`src/rtl/fsm_seq_gen.sv`:
```
// Transmit side of the in1/in2 link: emits framed 10,00,10 symbol bursts
// that the companion sequence detector recognises once per frame.
module fsm_seq_gen #(
  parameter int CNT_W = 4,
  parameter int GAP_W = 3
) (
  input  logic             clk,
  input  logic             rst,
  input  logic             start,
  input  logic             abort,
  input  logic [CNT_W-1:0] repeat_n,
  input  logic [GAP_W-1:0] gap,
  output logic             in1_out,
  output logic             in2_out,
  output logic             sym_valid,
  output logic             busy,
  output logic             done,
  output logic [CNT_W-1:0] frame_cnt
);

  // Handshake: start is accepted only in IDLE and with abort low; busy goes
  // high one cycle later and stays high until the last symbol or an abort.
  // sym_valid qualifies in1/in2 as frame symbols; low means the 11 idle symbol.
  typedef enum logic [2:0] {IDLE, SYM0, SYM1, SYM2, GAP} state_t;

  state_t           state, state_nxt;
  logic [CNT_W-1:0] rep_q, rep_nxt, frame_cnt_nxt;
  logic [GAP_W-1:0] gap_q, gap_nxt, gap_cnt, gap_cnt_nxt;
  logic             done_nxt;
  logic             in1_nxt, in2_nxt, sym_valid_nxt, busy_nxt;
  logic             last_frame;

  assign last_frame = (frame_cnt + CNT_W'(1)) == rep_q;

  always_ff @(posedge clk) begin
    if (rst) begin
      state     <= IDLE;
      rep_q     <= '0;
      gap_q     <= '0;
      gap_cnt   <= '0;
      frame_cnt <= '0;
      done      <= 1'b0;
      in1_out   <= 1'b1;
      in2_out   <= 1'b1;
      sym_valid <= 1'b0;
      busy      <= 1'b0;
    end else begin
      state     <= state_nxt;
      rep_q     <= rep_nxt;
      gap_q     <= gap_nxt;
      gap_cnt   <= gap_cnt_nxt;
      frame_cnt <= frame_cnt_nxt;
      done      <= done_nxt;
      in1_out   <= in1_nxt;
      in2_out   <= in2_nxt;
      sym_valid <= sym_valid_nxt;
      busy      <= busy_nxt;
    end
  end

  always_comb begin
    state_nxt     = state;
    rep_nxt       = rep_q;
    gap_nxt       = gap_q;
    gap_cnt_nxt   = gap_cnt;
    frame_cnt_nxt = frame_cnt;
    done_nxt      = 1'b0;
    if (state != IDLE && abort) begin
      state_nxt = IDLE;
    end else begin
      case (state)
        IDLE: begin
          if (start && !abort) begin
            frame_cnt_nxt = '0;
            if (repeat_n != '0) begin
              rep_nxt   = repeat_n;
              gap_nxt   = gap;
              state_nxt = SYM0;
            end else begin
              done_nxt = 1'b1;
            end
          end
        end
        SYM0: state_nxt = SYM1;
        SYM1: state_nxt = SYM2;
        SYM2: begin
          frame_cnt_nxt = frame_cnt + CNT_W'(1);
          if (last_frame) begin
            state_nxt = IDLE;
            done_nxt  = 1'b1;
          end else begin
            // A zero gap still yields one idle symbol so the detector re-arms.
            state_nxt   = GAP;
            gap_cnt_nxt = (gap_q == '0) ? '0 : gap_q - GAP_W'(1);
          end
        end
        GAP: begin
          if (gap_cnt == '0) state_nxt = SYM0;
          else               gap_cnt_nxt = gap_cnt - GAP_W'(1);
        end
        default: state_nxt = IDLE;
      endcase
    end
  end

  // Outputs are decoded from the next state so the wires change with the state.
  always_comb begin
    in1_nxt       = 1'b1;
    in2_nxt       = 1'b1;
    sym_valid_nxt = 1'b0;
    busy_nxt      = (state_nxt != IDLE);
    case (state_nxt)
      SYM0: begin in1_nxt = 1'b1; in2_nxt = 1'b0; sym_valid_nxt = 1'b1; end
      SYM1: begin in1_nxt = 1'b0; in2_nxt = 1'b0; sym_valid_nxt = 1'b1; end
      SYM2: begin in1_nxt = 1'b1; in2_nxt = 1'b0; sym_valid_nxt = 1'b1; end
      default: ;
    endcase
  end

endmodule

```
`config.mk`:
```
export PLATFORM = sky130hd
export DESIGN_NAME = fsm_seq_gen
export DESIGN_NICKNAME = d
export VERILOG_FILES = /design/src/rtl/fsm_seq_gen.sv
export SDC_FILE = /design/constraint.sdc
export NUM_CORES = 1
export LEC_CHECK = 0
export ABC_AREA = 1
export BUFFER_PORTS_ARGS = -buffer_cell sky130_fd_sc_hd__clkbuf_2
export CORE_MARGIN = 2
export CORE_UTILIZATION = 35
export DETAILED_ROUTE_END_ITERATION = 16
export SYNTH_ARGS = -nofsm -noshare
export SYNTH_HDL_FRONTEND = slang
export SYNTH_SLANG_ARGS = --single-unit
```
`constraint.sdc`:
```
create_clock -name clk -period 2.17 [get_ports clk]
set_clock_uncertainty 0.15 [all_clocks]
set_input_delay 0.217 -clock clk [delete_from_list [all_inputs] [get_ports clk]]
set_output_delay 0.217 -clock clk [all_outputs]
set_load 0.005 [all_outputs]
```
==> results.md <==
* Number of distinct library cells after synthesis at 28
* Setup_tns at 0 ns
* Switch Pwr at 235 uW
* Mapped Cells at 157
* Switching fraction of total power at 26.1%
* Non-filler cells, final at 226
* Flops & latches, synth at 22
* Clk Latency, worst-skew pair at 0.31 ns
* Slew of the pin with the lowest slew margin at 0.418 ns
* Fin area at 1440 sq um
* Max cap viols at 0
* Fmax at 586 MHz
* Num CTS Buffers at 3
* WP data arrival at 1.78 ns
* Post-DP HPWL at 1970 microns
* Via count at 1032
* Clock sinks at 22
* Relative slew margins at 72.1%
* Ys flop type: dfxtp_1
* Layout Nets at 197
* Pin count of the biggest net entering global routing at 14
* P per Cell Area at 626 nW/um^2
* Place WS at 0.464 ns
* First-pass DRT Iterations at 4
* Outcome: complete, but fails checks
* Final hold slack at -0.00465 ns
* Commonest cells post-synth: 27 x nand2_1, 22 x dfxtp_1, 16 x nor2_1
* Placed inst area at 1370 sq um
* RSZ-0062 raised after global routing: false
* Combinational share of power at 14.8%
* I/O Pins at 20
* Overflow after GRT at 0
* Initial Util at 36.7%
* Core footprint at 3340 sq um
* Post-synth top area cell: dfxtp_1
* Setup violations, final at 0
* Number of remaining DRC errors at 0
* Worst EP required at 2.24 ns
* Final Wtd Congestion at 0.776
* Routed Antenna Nets at 0
* DR vias/cell at 4.57
* Clock transition at the registers of the reported paths at 0.14 ns
* Hold Crit Class: in2reg
* PortBufs at 19
* Type of the worst setup path: reg2reg
* Top-area cell type share of the netlist area at 36.0%
* Async SR Flop Fraction at 0%
* First-pass GRT wire length at 4500 microns
* Number of synthesized flops with an enable pin at 0
* VDD IR max at 244 uV
* Worst setup margin at 0.464 ns
* GRT Overall Usage at 14.2%
* Sequential share of power at 49.1%
* Failing checks: hold timing
* Worst Setup Start Kind: flop
* Placed Cells at 220
* Vias in the first global route at 979
* Most common cell in the netlist: nand2_1
* Sequential area share after synthesis at 36.0%
* Layout cell share with drive strength beyond 1 at 29.4%
* Min Tclk post-route at 1.71 ns
* Antenna fix cells at 0
* Final WL at 2490 microns
* Initial antenna violation count at 0
* DR WL/cell at 11.0 microns
* Period utilization at 78.6%
* H-tree Lvls at 1
* Worst Setup End Kind: flop
* # Post-CTS Setup Buffers at 0
* Cell internal pwr at 666 uW
* Leak pwr at 0.000629 uW
* Syn. warnings at 0
* Part of the power in the clock network at 36.1%
* Final hold violation count at 1
* Layout overhead on the synthesized area at 17.6%
* Die W at 63.1 microns
* Dominant cells by area after synthesis: dfxtp_1 36%, nand2_1 8.3%, a21oi_1 5.3%, ha_1 5.1%, nor2_1 4.9%
* Max-slew violations at 0
* Full die area at 3990 sq um
* Clock tree buffer depth at 2
* Syn Nets at 173
* DIE HEIGHT at 63.1 microns
* Syn_area_per_cell at 7.79 sq um
* Root Driver: clkbuf_4
* Cell Rows at 21
* CTS tree: yes
* Cell Area, Synth at 1220 sq um
* Crit Path Max Fanout at 8
* Initial drt markers at 35
[through the flow]
step / hold WS (ns) / total power, uW / utilization, %
after CTS: 0.00166 / 906 / 43.1
after global routing: 0.00216 / 946 / 43.1
final: -0.00465 / 901 / 43.1
after global placement: 0.315 / 580 / 40.9
after detailed placement: 0.328 / 584 / 40.9
after floorplan: 0.210 / 544 / -
[final timing paths]
check / start / end / slack, ns / cells after the start
setup / recovery: frame_cnt[0] / gap_cnt[0] / 0.46 / 7
hold / removal: repeat_n[2] / rep_q[2] / -0.005 / 3
setup reg to reg: frame_cnt[0] / gap_cnt[0] / 0.46 / 7
hold reg to reg: rep_q[3] / rep_q[3] / 0.35 / 2
[power groups by stage]
| stage | sequential [uW] | clock [uW] | combinational, uW |
|---|---|---|---|
| 2_1_floorplan | 449 | 0 | 95.2 |
| 3_3_place_gp | 450 | 0 | 130 |
| 3_5_place_dp | 451 | 0 | 132 |
| 4_1_cts | 442 | 328 | 135 |
| 5_1_grt | 446 | 348 | 152 |
| 6_report | 442 | 325 | 133 |
[cell families after synthesis]
group / share of synthesized area [%]
AOI/OAI and AO/OA: 15.5
xor gates and xnor gates: 1.43
adders and majority gates: 5.11
buffers and inverters: 8.18
DFF: 36.0
and+or+nand+nor: 33.7
[flip-flops by register name, summed over array words and instances, names as in the netlist]
signal	cells
gap_q	3
sym_valid	1
state	3
done	1
busy	1
gap_cnt	3
in2_out	1
frame_cnt	4
in1_out	1
rep_q	4
[layout by cell type (no fill, tap or decap), types with 4 or more instances in the layout]
cell type and instances:
a21oi_1 13, clkbuf_2 19, dfxtp_1 22, ha_1 5
inv_1 14, inv_2 5, nand2_1 27, nand2_2 5
nand2_4 4, nand3_1 10, nor2_1 16, o21ai_0 11
[worst max-delay path: stages (launching register included)]
cell and delay, ns:
dfxtp_1 0.47, ha_1 0.29, xnor2_1 0.14, nand2_1 0.10, nor2_4 0.13, nand3_4 0.12
a21oi_1 0.15, nor2_1 0.06
[what timing repair did]
action                    in CTS  in global routing
hold endpoints to repair       2                  0
resized for setup              0                  0
hold buffers                   2                  0
[routing by layer]
| layer | share of wire, % | vias up | global-route usage (%) |
|---|---|---|---|
| met1 | 47 | 469 | 17.9 |
| met4 | 0.80 | 0 | 4.17 |
| met3 | 2.2 | 2 | 2.86 |
| li1 | - | 552 | - |
| met2 | 50 | 9 | 24.2 |
| met5 | 0 | - | 0 |
[area by class of cell]
type | count | area (sq um)
repair buffers | 21 | 115
fillers | 356 | 1900
clock buffers | 3 | 22.5
multi-input cells | 111 | 683
well taps | 46 | 57.6
inverters | 22 | 90.1
clock inverters | 1 | 30.0
flip-flops and latches | 22 | 440
Power figures use the tool's default switching activity.
